`config.mk`:
```
export PLATFORM = sky130hd
export DESIGN_NAME = fetch_sequencer
export DESIGN_NICKNAME = d
export VERILOG_FILES = /design/src/rtl/fetch_sequencer.sv
export SDC_FILE = /design/constraint.sdc
export NUM_CORES = 1
export LEC_CHECK = 0
export BUFFER_PORTS_ARGS = -buffer_cell sky130_fd_sc_hd__buf_2
export CAP_MARGIN = 15
export CORE_MARGIN = 2
export CORE_UTILIZATION = 50
export CTS_CLUSTER_DIAMETER = 40
export DETAILED_ROUTE_END_ITERATION = 16
export PLACE_DENSITY = 0.8
export SKIP_LAST_GASP = 1
export SLEW_MARGIN = 20
export SYNTH_ARGS = -nofsm -noshare
export SYNTH_HDL_FRONTEND = slang
export SYNTH_SLANG_ARGS = --single-unit
```
`constraint.sdc`:
```
create_clock -name Clk -period 2.35 [get_ports Clk]
set_input_delay 0.235 -clock Clk [delete_from_list [all_inputs] [get_ports Clk]]
set_output_delay 0.235 -clock Clk [all_outputs]
set_load 0.005 [all_outputs]
```
`src/rtl/fetch_sequencer.sv`:
```
// fetch_sequencer: instruction-fetch stage with Enable/MOC memory handshake and MIPS delay-slot redirects.
//   Clk, reset            : clock, synchronous active-high reset
//   mem_enable, mem_addr  : word read request to instruction memory (held during REQ)
//   mem_data, mem_moc     : returned big-endian word and its completion strobe
//   inst_valid, inst_ready: ir handshake towards the control unit
//   ir and fields         : instruction register and its decoded bit fields
//   inst_pc, pc_plus4     : fetch address of ir and that address plus 4
//   redirect_valid/_pc    : taken branch/jump for the instruction being consumed
//   in_delay_slot         : ir is the delay-slot instruction of a taken branch
//   fetch_error, err_cause: sticky error (01 MOC timeout, 10 misaligned redirect)
module fetch_sequencer #(
    parameter logic [31:0] RESET_PC    = 32'h00000000,
    parameter int          MOC_TIMEOUT = 16
) (
    input  logic        Clk,
    input  logic        reset,
    output logic        mem_enable,
    output logic [31:0] mem_addr,
    input  logic [31:0] mem_data,
    input  logic        mem_moc,
    output logic        inst_valid,
    input  logic        inst_ready,
    output logic [31:0] ir,
    output logic [5:0]  opcode,
    output logic [4:0]  rs,
    output logic [4:0]  rt,
    output logic [4:0]  rd,
    output logic [4:0]  shamt,
    output logic [5:0]  funct,
    output logic [15:0] imm16,
    output logic [31:0] inst_pc,
    output logic [31:0] pc_plus4,
    input  logic        redirect_valid,
    input  logic [31:0] redirect_pc,
    output logic        in_delay_slot,
    output logic        fetch_error,
    output logic [1:0]  err_cause
);
    typedef enum logic [1:0] {IDLE, REQ, VALID, ERROR} state_t;
    localparam int CW = $clog2(MOC_TIMEOUT + 1);

    state_t        state, state_next;
    logic [CW-1:0] cnt;
    logic [31:0]   pc, target;
    logic          pending;
    logic          consume, misaligned, take, resume, timeout;

    assign consume    = state == VALID && inst_ready;
    assign misaligned = redirect_valid && redirect_pc[1:0] != 2'b00;
    // A branch sitting in a delay slot is ignored; only a fresh branch arms a redirect.
    assign take       = redirect_valid && !in_delay_slot && !misaligned;
    // Consuming the delay slot of an armed branch sends fetch to the saved target.
    assign resume     = in_delay_slot && pending;
    // Fires on the MOC_TIMEOUT-th consecutive REQ cycle without completion.
    assign timeout    = !mem_moc && cnt == CW'(MOC_TIMEOUT - 1);

    assign mem_enable  = state == REQ;
    assign mem_addr    = pc;
    assign inst_valid  = state == VALID;
    assign fetch_error = state == ERROR;
    assign opcode      = ir[31:26];
    assign rs          = ir[25:21];
    assign rt          = ir[20:16];
    assign rd          = ir[15:11];
    assign shamt       = ir[10:6];
    assign funct       = ir[5:0];
    assign imm16       = ir[15:0];

    always_ff @(posedge Clk) begin
        if (reset)
            state <= IDLE;
        else
            state <= state_next;
    end

    always_comb begin
        state_next = state;
        case (state)
            IDLE:    state_next = REQ;
            REQ:     state_next = mem_moc ? VALID : (timeout ? ERROR : REQ);
            VALID:   state_next = inst_ready ? (misaligned ? ERROR : REQ) : VALID;
            default: state_next = ERROR;
        endcase
    end

    always_ff @(posedge Clk) begin
        if (reset) begin
            pc            <= RESET_PC;
            ir            <= '0;
            inst_pc       <= '0;
            pc_plus4      <= 32'd4;
            in_delay_slot <= 1'b0;
            pending       <= 1'b0;
            target        <= '0;
            err_cause     <= 2'b00;
            cnt           <= '0;
        end else begin
            if (state == REQ) begin
                if (mem_moc) begin
                    ir            <= mem_data;
                    inst_pc       <= pc;
                    pc_plus4      <= pc + 32'd4;
                    // pending is set exactly while the delay slot is being fetched.
                    in_delay_slot <= pending;
                    cnt           <= '0;
                end else begin
                    cnt <= cnt + CW'(1);
                    if (timeout)
                        err_cause <= 2'b01;
                end
            end
            if (consume) begin
                if (misaligned) begin
                    err_cause <= 2'b10;
                end else begin
                    pc <= resume ? target : pc_plus4;
                    if (take) begin
                        pending <= 1'b1;
                        target  <= redirect_pc;
                    end else if (resume) begin
                        pending <= 1'b0;
                    end
                end
            end
        end
    end
endmodule

```
==> flow_summary.toml, run 1 <==
[run_status]
outcome = "complete, no violations"

[final_layout]
drive_gt1_share_pct = 29.3
multiInputGateArea_um2 = 3130
fin_cells = 1252
final_design_area_excluding_fillers_um2 = 8800
ff_latch_area_um2 = 3380
n_antenna_cell = 0
finish.net_count = 1132
flow.area_growth_from_synthesis_pct = 22.4
fillers = 1265
postLayoutCoreUtil_pct = 62.9

[cts]
postCtsHoldBufs = 0
ctsRootBufferMaster = "clkbuf_16"
tritoncts.num_buffers = 17
numClockSinks = 169
cts.repair.resized = 0
ctsHtreeMaxLevel = 4
cts_tree = "built"
cts_buffer_depth = 2
clk_pin_slew_ns = 0.06
clk_latency_ns = 0.42
postCtsSetupBuffers = 0

[route]
antenna_violating_nets_post_route = 0
wire_per_inst_um = 16.0
drt_iter0_drc = 484
detail_route.drc_violations = 0
route.detailed.vias_per_inst = 5.40
detail_route.wirelength_mm = 20.1
via_count = 6763
detail_route.first_pass.iterations = 5

[sta]
pin_slew_with_the_least_headroom_to_its_limit_ns = 0.545
final.setup.tns_ns = 0
setup_viol = 0
final_hold_vio_count = 0
maxSlewViolCount = 0
max_freq_ghz = 0.505
period_utilisation_layout_pct = 84.3
min_period_ns = 1.98
rsz0062_at_grt = "false"
relSlewSlack_pct = 63.5
clock-skew-final_ns = 0.00654

[power]
power.leakage_nw = 3.67
pwr_density_cell_nw_per_um2 = 719
vdd_ir_drop_max_mv = 0.465
power.total_mw = 6.33

[die]
initial_utilization_pct = 51.4
ioPinCount = 251
core_area_um2 = 14000
die_height_um = 124
dieWidth_um = 124
floorplan.die_area_um2 = 15400
row_count = 43

[synth]
netlist.top_cell.by_area = "dfxtp_1"
synthesis.yosys.warnings = 0
ys_top_cells_by_area = "dfxtp_1 (47%), nand2_1 (13%), a21oi_1 (7.0%)"
synth-simple-area-share_pct = 24.1
synthesis.instances = 894
synth_flop_cell = "dfxtp_1"
combinational_family_with_the_most_area_after_synthesis = "simple AND/OR/NAND/NOR gates"
synth-compound-area-share_pct = 14.7
synth_edf_count = 0
yosys.area_share.adder_pct = 0.522
synth.area.mux_share_pct = 0.139
syn-cell-area_um2 = 7190
netlist.area_leader.share_pct = 47.1
synth_sequential_area_ratio_pct = 47.1
syn-mean-instance-area_um2 = 8.04
synthTopCellsByCount = "nand2_1 (240), dfxtp_1 (169), a21oi_1 (101)"
yosys_register_bits = 169
post_synth_num_cell_types = 39
postSynthNetCount = 966
async_flop_share_pct = 0
synthXorXnorAreaFrac_pct = 3.78
synth.most_common_cell = "nand2_1"

[place]
area_after_dpl_um2 = 8230
place.gp.congestion = 0.893
post-place-cells = 1221
hpwl_after_detailed_placement_mm = 13.9
port_buffers = 250

[setup_path]
cp_data_arrival_time_ns = 2.32
most_common_cell_on_crit_path = "and4_1"
worst_ep_required_time_ns = 2.69
setup.worst_path.end_class = "flop"
critPathMaxFanout = 7
cpMaxStageDelayCell = "dfxtp_1"
cells_traversed_along_the_worst_timing_path = "ha_1 -> and4_1 -> and4_1 -> nand3_1 -> xor2_1 -> a211oi_1"
startpoint_type_of_the_worst_setup_path = "flop"
cpPeakStageDelay_ns = 0.44
critical_path_class = "flop to flop"

[grt]
global_route_wire_length_before_repair_mm = 30.1
antenna_found_initial = 0
globalRouteOverflowTotal = 0
grt_max_degree = 65
grt_usage_pct = 25.7
via_count_of_the_first_global_routing_pass = 6033

[job]
maxCapViolations = 0

[hold_path]
min-delay-path-class = "input pin to flop"
final timing paths:
check              start           end  slack [ns]  cells after the start
max          mem_addr[2]  pc_plus4[20]        0.37                      6
min          mem_data[9]         ir[9]        0.04                      3
max reg2reg  mem_addr[2]  pc_plus4[20]        0.37                      6
min reg2reg  inst_pc[23]   inst_pc[23]        0.45                      2
final cells by class:
type,count,share of cell area [%]
tap,180,2.56
clock inverter,8,1.08
inverter,5,0.213
timing repair buffer,269,16.7
sequential,169,38.4
multi-input combinational,598,35.6
clock buffer,23,5.43
stage by stage:
step | hold WS [ns] | setup WS, ns
5_1_grt | 0.0368 | 0.186
3_3_place_gp | 0.440 | 0.476
2_1_floorplan | 0.364 | 0.614
3_5_place_dp | 0.444 | 0.392
4_1_cts | 0.0297 | 0.377
6_report | 0.0435 | 0.369
critical path, delay by kind of cell (launching register included):
family	cells	cell delay (ns)
AND/OR/NAND/NOR	3	0.81
flip-flops	1	0.44
adder cells (fa/ha/maj)	1	0.24
AO/OA/AOI/OAI	1	0.24
XOR/XNOR	1	0.17
kinds of logic (layout without fill, tap and decap cells):
group                      Yosys count  after routing
DFF                                169            169
muxes                                1              1
AOI/OAI and AO/OA                  167            167
and+or+nand+nor                    396            396
adders and majority gates            3              3
buffers and inverters              127            305
xor gates and xnor gates            31             31
state kept, by name (all words and copies together), names as in the netlist:
signal         count
mem_addr          32
cnt                5
pc_plus4          30
state              2
pending            1
inst_pc           32
ir                32
in_delay_slot      1
target            32
err_cause          2
layer usage:
| layer | track usage, % | vias to the layer above | part of all wire (%) |
|---|---|---|---|
| met5 | 0 | - | 0 |
| met4 | 12.4 | 0 | 3.2 |
| met3 | 5.40 | 51 | 7.2 |
| met2 | 43.8 | 315 | 49 |
| met1 | 30.8 | 3112 | 41 |
| li1 | - | 3285 | - |
where the power goes:
group,total (mW),internal [mW],switching [mW]
combinational,0.548,0.241,0.307
sequential,3.06,2.96,0.0967
clock,2.72,1.64,1.09
total,6.33,4.84,1.49
placed cells by master, fill, tap and decap left out, types with 3 or more instances in the layout:
cell	instances
clkinv_2	4
and4_1	4
buf_4	14
nand3_1	41
buf_2	249
nor4_2	3
xnor2_1	13
nor3_1	4
a211oi_2	4
a311oi_1	32
dfxtp_1	169
a211oi_1	26
nand2_1	239
buf_12	6
xor2_1	18
nand4_1	7
and3_1	6
inv_1	5
a21oi_1	101
clkbuf_1	3
nor2_1	72
clkbuf_16	17
ha_1	3
clkbuf_8	3
Note: power is estimated with default switching activity, not from simulation.
==> run 2, diff against run 1 <==
ABC_AREA = 1   (was unset)
CORE_UTILIZATION = 46   (was 50)
PLACE_DENSITY = 0.77   (was 0.8)
clock period = 1.6 ns   (was 2.35 ns; I/O delays follow)
==> flow_summary.toml, run 2 <==
[synth]
synth_flop_cell = "dfxtp_1"
syn-mean-instance-area_um2 = 7.26
postSynthNetCount = 1111
synthesis.instances = 1039
yosys_register_bits = 169
netlist.area_leader.share_pct = 44.8
post_synth_num_cell_types = 33
async_flop_share_pct = 0
synth.most_common_cell = "nor2_1"
synthTopCellsByCount = "nor2_1 (222), nand2_1 (189), dfxtp_1 (169)"
synthesis.yosys.warnings = 0
syn-cell-area_um2 = 7550
netlist.top_cell.by_area = "dfxtp_1"
synth_sequential_area_ratio_pct = 44.8
synth_edf_count = 0
ys_top_cells_by_area = "dfxtp_1 (45%), nor2_1 (11%), nand2_1 (9.4%)"

[grt]
globalRouteOverflowTotal = 0
antenna_found_initial = 0
grt_usage_pct = 26.5
global_route_wire_length_before_repair_mm = 37.4
via_count_of_the_first_global_routing_pass = 7372
grt_max_degree = 73

[die]
ioPinCount = 251
dieWidth_um = 132
die_height_um = 132
initial_utilization_pct = 47.3
row_count = 46
core_area_um2 = 15900
floorplan.die_area_um2 = 17400

[sta]
final_hold_vio_count = 0
rsz0062_at_grt = "true"
relSlewSlack_pct = 59.3
clock-skew-final_ns = 0.00793
maxSlewViolCount = 0
min_period_ns = 1.49
period_utilisation_layout_pct = 93.1
timing.final.ws_setup_ns = 0.110
max_freq_ghz = 0.671
whs_ns = 0.0222
setup_viol = 0
pin_slew_with_the_least_headroom_to_its_limit_ns = 0.608

[route]
drt_iter0_drc = 797
antenna_violating_nets_post_route = 0
via_count = 7926
detail_route.drc_violations = 0
detail_route.wirelength_mm = 23.7
route.detailed.vias_per_inst = 5.15
wire_per_inst_um = 15.4
detail_route.first_pass.iterations = 5

[setup_path]
setup.worst_path.end_class = "flop"
critPathMaxFanout = 5
worst_ep_required_time_ns = 1.91
cp_data_arrival_time_ns = 1.80
most_common_cell_on_crit_path = "nor2_1"
cpPeakStageDelay_ns = 0.48
cpMaxStageDelayCell = "dfxtp_1"
critical_path_class = "flop to flop"
startpoint_type_of_the_worst_setup_path = "flop"
timing.reg2reg.setup_slack_ns = 0.11
cells_traversed_along_the_worst_timing_path = "nand2_1 -> nor2_1 -> nand2_1 -> nor2_1 -> buf_4 -> a21oi_1 -> nor2_1 -> nor2_1"

[final_layout]
mostFrequentLayoutCell = "buf_2"
finish.net_count = 1385
fillers = 1441
flow.area_growth_from_synthesis_pct = 33.0
ff_latch_area_um2 = 3380
final_cell_mix = "buf_2 (250), nor2_1 (215), nand2_1 (187)"
drive_gt1_share_pct = 27.8
multiInputGateArea_um2 = 3290
n_antenna_cell = 0

[power]
power.leakage_nw = 4.75
vdd_ir_drop_max_mv = 0.798
pwr_density_cell_nw_per_um2 = 942

[place]
port_buffers = 250
placement.setup.worst_slack_ns = 0.0390
place.gp.congestion = 0.913
hpwl_after_detailed_placement_mm = 16.6

[cts]
cts_tree = "built"
ctsRootBufferMaster = "clkbuf_16"
tritoncts.num_buffers = 17
ctsHtreeMaxLevel = 4
cts_buffer_depth = 2
postCtsSetupBuffers = 0
clk_latency_ns = 0.42
numClockSinks = 169
clk_pin_slew_ns = 0.06

[job]
maxCapViolations = 0

[hold_path]
min-delay-path-class = "input pin to flop"

[run_status]
outcome = "complete, no violations"
==> run 2: cell count changes after synthesis, moves of 37 or more <==
cell | before | now
nor2_1 | 72 | 222
o21ai_0 | 2 | 136
a21oi_1 | 101 | 24
nand2_1 | 240 | 189
inv_1 | 5 | 45
a31oi_1 | 0 | 37
==> run 2: worst paths after layout <==
kind,startpoint,endpoint,cells past startpoint
min,mem_data[31],ir[31],3
min reg2reg,target[1],target[1],2
max reg2reg,mem_addr[19],pc_plus4[31],8
max,mem_addr[19],pc_plus4[31],8
==> run 2: cell families (layout without fill, tap and decap cells) <==
family                   after synthesis  in the layout  synth area share (%)
AO/OA/AOI/OAI                        205            205                  14.5
flip-flops                           169            169                  44.8
buffers and inverters                159            442                  12.0
adder cells (fa/ha/maj)                3              3                 0.497
AND/OR/NAND/NOR                      499            499                  27.7
XOR/XNOR                               4              4                 0.464
==> run 2: metrics by stage <==
stage               cell area [µm²]  instances  power, mW  util (%)  TNS, ns
CTS                           10000       1538       9.48      62.7        0
detailed placement             8850       1448       5.60      55.5        0
global route                  10000       1538       9.80      62.9  -0.0748
finish                        10000       1538       9.45      62.9        0
global placement               8850       1448       5.58      55.5        0
floorplan                      7550       1039       5.20         -        0
==> run 2: where the power goes <==
part / switching (mW) / internal, mW / total (mW)
Clock: 1.62 / 2.18 / 3.80
Sequential: 0.130 / 4.38 / 4.51
Combinational: 0.604 / 0.531 / 1.14
Total: 2.36 / 7.09 / 9.45
==> run 2: what timing repair did <==
action	4_1_cts	5_1_grt
hold endpoints to repair	62	0
gates resized for setup	0	13
hold buffers	62	0
endpoints found under the setup margin	0	13
==> run 2: critical path: cells and delay by family, from the launching register on <==
| family | cells | cell delay (ns) |
|---|---|---|
| buf+inv | 1 | 0.14 |
| flops | 1 | 0.48 |
| simple gates | 6 | 0.69 |
| compound gates | 1 | 0.06 |
==> run 2: final cells by class <==
class,count,area share (%)
multi-input combinational,711,32.8
clock buffer,20,4.55
clock inverter,8,0.761
timing repair buffer,366,23.6
inverter,48,1.86
sequential,169,33.7
tap,216,2.69
==> run 2: layer usage <==
| metal | vias up | track usage [%] | wire length (µm) |
|---|---|---|---|
| met4 | 0 | 11.7 | 789 |
| li1 | 3868 | - | - |
| met1 | 3604 | 33.1 | 9960 |
| met3 | 57 | 5.73 | 1950 |
| met2 | 397 | 44.0 | 11000 |
| met5 | - | 0 | 0 |
==> run 3, diff against run 2 <==
CAP_MARGIN = 20   (was 15)
CORE_MARGIN = 1.5   (was 2)
PLACE_DENSITY = 0.75   (was 0.77)
==> flow_summary.toml, run 3 (synthesized netlist as in run 2, its figures left out) <==
[sta]
relSlewSlack_pct = 65.4
final_hold_vio_count = 0
setup_viol = 0
final.setup.tns_ns = 0
timing.final.ws_setup_ns = 0.0775
min_period_ns = 1.52
rsz0062_at_grt = "true"
maxSlewViolCount = 0
pin_slew_with_the_least_headroom_to_its_limit_ns = 0.517
max_freq_ghz = 0.657
clock-skew-final_ns = 0.00746
period_utilisation_layout_pct = 95.2

[route]
detail_route.wirelength_mm = 23.3
route.detailed.vias_per_inst = 5.06
via_count = 7816
detail_route.first_pass.iterations = 5
wire_per_inst_um = 15.1
antenna_violating_nets_post_route = 0
drt_iter0_drc = 749
detail_route.drc_violations = 0

[grt]
via_count_of_the_first_global_routing_pass = 6950
global_route_wire_length_before_repair_mm = 35.1
grtUsageMet2_pct = 43.3
globalRouteOverflowTotal = 0
grt_max_degree = 111
antenna_found_initial = 0
grt-busiest-layer = "met2"
grt_use_met1_pct = 34.5
grt_usage_pct = 26.6
globalRouteMet3Util_pct = 5.48

[final_layout]
drive_gt1_share_pct = 28.4
postLayoutCoreUtil_pct = 63.7
n_antenna_cell = 0
flow.area_growth_from_synthesis_pct = 34.5
finish.net_count = 1387
fillers = 1424
mostFrequentLayoutCell = "buf_2"
final_cell_mix = "buf_2 (250), nor2_1 (215), nand2_1 (187)"

[setup_path]
cp_data_arrival_time_ns = 1.84
startpoint_type_of_the_worst_setup_path = "flop"
critical_path_class = "flop to flop"
timing.reg2reg.setup_slack_ns = 0.08
worst_ep_required_time_ns = 1.91
timing.rr.start = "mem_addr[18]"
setup.worst_path.end_class = "flop"
worst-r2r-cell-count = 8
rr_endpoint = "pc_plus4[31]"
critPathMaxFanout = 4

[die]
die_height_um = 131
dieWidth_um = 131
floorplan.die_area_um2 = 17200
row_count = 46
core_area_um2 = 15900
ioPinCount = 251
initial_utilization_pct = 47.3

[place]
hpwl_after_detailed_placement_mm = 16.2
place.gp.congestion = 0.930
placement.setup.worst_slack_ns = 0.0136
port_buffers = 250

[job]
maxCapViolations = 0

[cts]
numClockSinks = 169
postCtsSetupBuffers = 0
tritoncts.num_buffers = 17
cts_buffer_depth = 2
cts_tree = "built"
ctsRootBufferMaster = "clkbuf_16"
clk_latency_ns = 0.43
ctsHtreeMaxLevel = 4
clk_pin_slew_ns = 0.06

[power]
share_seq_of_total_power_pct = 45.4
share_comb_of_total_power_pct = 11.3
vdd_ir_drop_max_mv = 0.815
power.share.switching_pct = 24.2
power.net_switching_mw = 2.40
power_report.internal_total_mw = 7.53
pwr_density_cell_nw_per_um2 = 979
power.clock.fraction_pct = 43.3
power.leakage_nw = 4.81

[run_status]
outcome = "complete, no violations"

[hold_path]
min-delay-path-class = "input pin to flop"
hold_end = "state[0]"
hp-start = "inst_ready"
worstHoldPathCells = 3
run 3: changes by cell type in the layout (fill, tap and decap cells not counted), sizes merged:
| cell | change |
|---|---|
| clkinv | +1 |
| bufinv | +2 |
| clkbuf | +2 |
| buf | +2 |
| clkinvlp | -1 |
run 3: repair_timing:
item                                   in CTS  in global routing
hold buffers                               62                  0
pin swaps                                   0                  2
setup endpoints to repair                   1                 15
gates resized for setup                     1                 17
endpoints found under the hold margin      62                  0
run 3: through the flow:
| stage | std cells | cell area, µm² | hold WS [ns] | total power [mW] |
|---|---|---|---|---|
| 6_report | 1544 | 10200 | 0.0214 | 9.94 |
| 3_3_place_gp | 1450 | 8860 | 0.383 | 5.58 |
| 3_5_place_dp | 1450 | 8860 | 0.387 | 5.60 |
| 5_1_grt | 1544 | 10200 | 0.0341 | 10.3 |
| 4_1_cts | 1544 | 10100 | 0.0128 | 9.98 |
| 2_1_floorplan | 1039 | 7550 | 0.295 | 5.20 |
run 3: worst max path at each step:
stage	from	to	slack, ns	cells past startpoint
5_1_grt	mem_addr[2]	pc_plus4[22]	-0.06	10
3_3_place_gp	mem_addr[2]	pc_plus4[22]	0.1	10
4_1_cts	mem_addr[2]	pc_plus4[22]	0.06	10
3_5_place_dp	mem_addr[4]	pc_plus4[25]	0.01	9
2_1_floorplan	mem_addr[3]	pc_plus4[22]	0.16	10
6_report	mem_addr[18]	pc_plus4[31]	0.08	8
run 3: power by group through the flow:
stage | registers, mW | clock network (mW) | logic (mW)
after global placement | 4.59 | 0 | 0.988
after floorplan | 4.60 | 0 | 0.599
after CTS | 4.51 | 4.36 | 1.11
final | 4.51 | 4.30 | 1.12
after global routing | 4.53 | 4.51 | 1.25
after detailed placement | 4.60 | 0 | 0.995
run 3: cell type report:
| class | instances | area [µm²] | area share, % |
|---|---|---|---|
| Multi-Input combinational cell | 711 | 3300 | 32.5 |
| Sequential cell | 169 | 3390 | 33.4 |
| Clock inverter | 10 | 141 | 1.39 |
| Clock buffer | 22 | 484 | 4.77 |
| Timing Repair Buffer | 368 | 2380 | 23.4 |
| Inverter | 48 | 186 | 1.84 |
| Tap cell | 216 | 270 | 2.66 |
run 3: worst max-delay path, stage by stage, from the launching register on:
cell	delay, ns
dfxtp_1	0.43
nand2_1	0.14
nor2_2	0.16
nand2_1	0.09
nor2_1	0.22
buf_4	0.16
a21oi_1	0.06
nor2_1	0.11
nor2_1	0.04
run 3: per-layer routing:
layer | wire length, µm | vias to the layer above
met5 | 0 | -
met4 | 664 | 0
met3 | 1940 | 48
met2 | 10800 | 378
met1 | 9940 | 3508
li1 | - | 3882
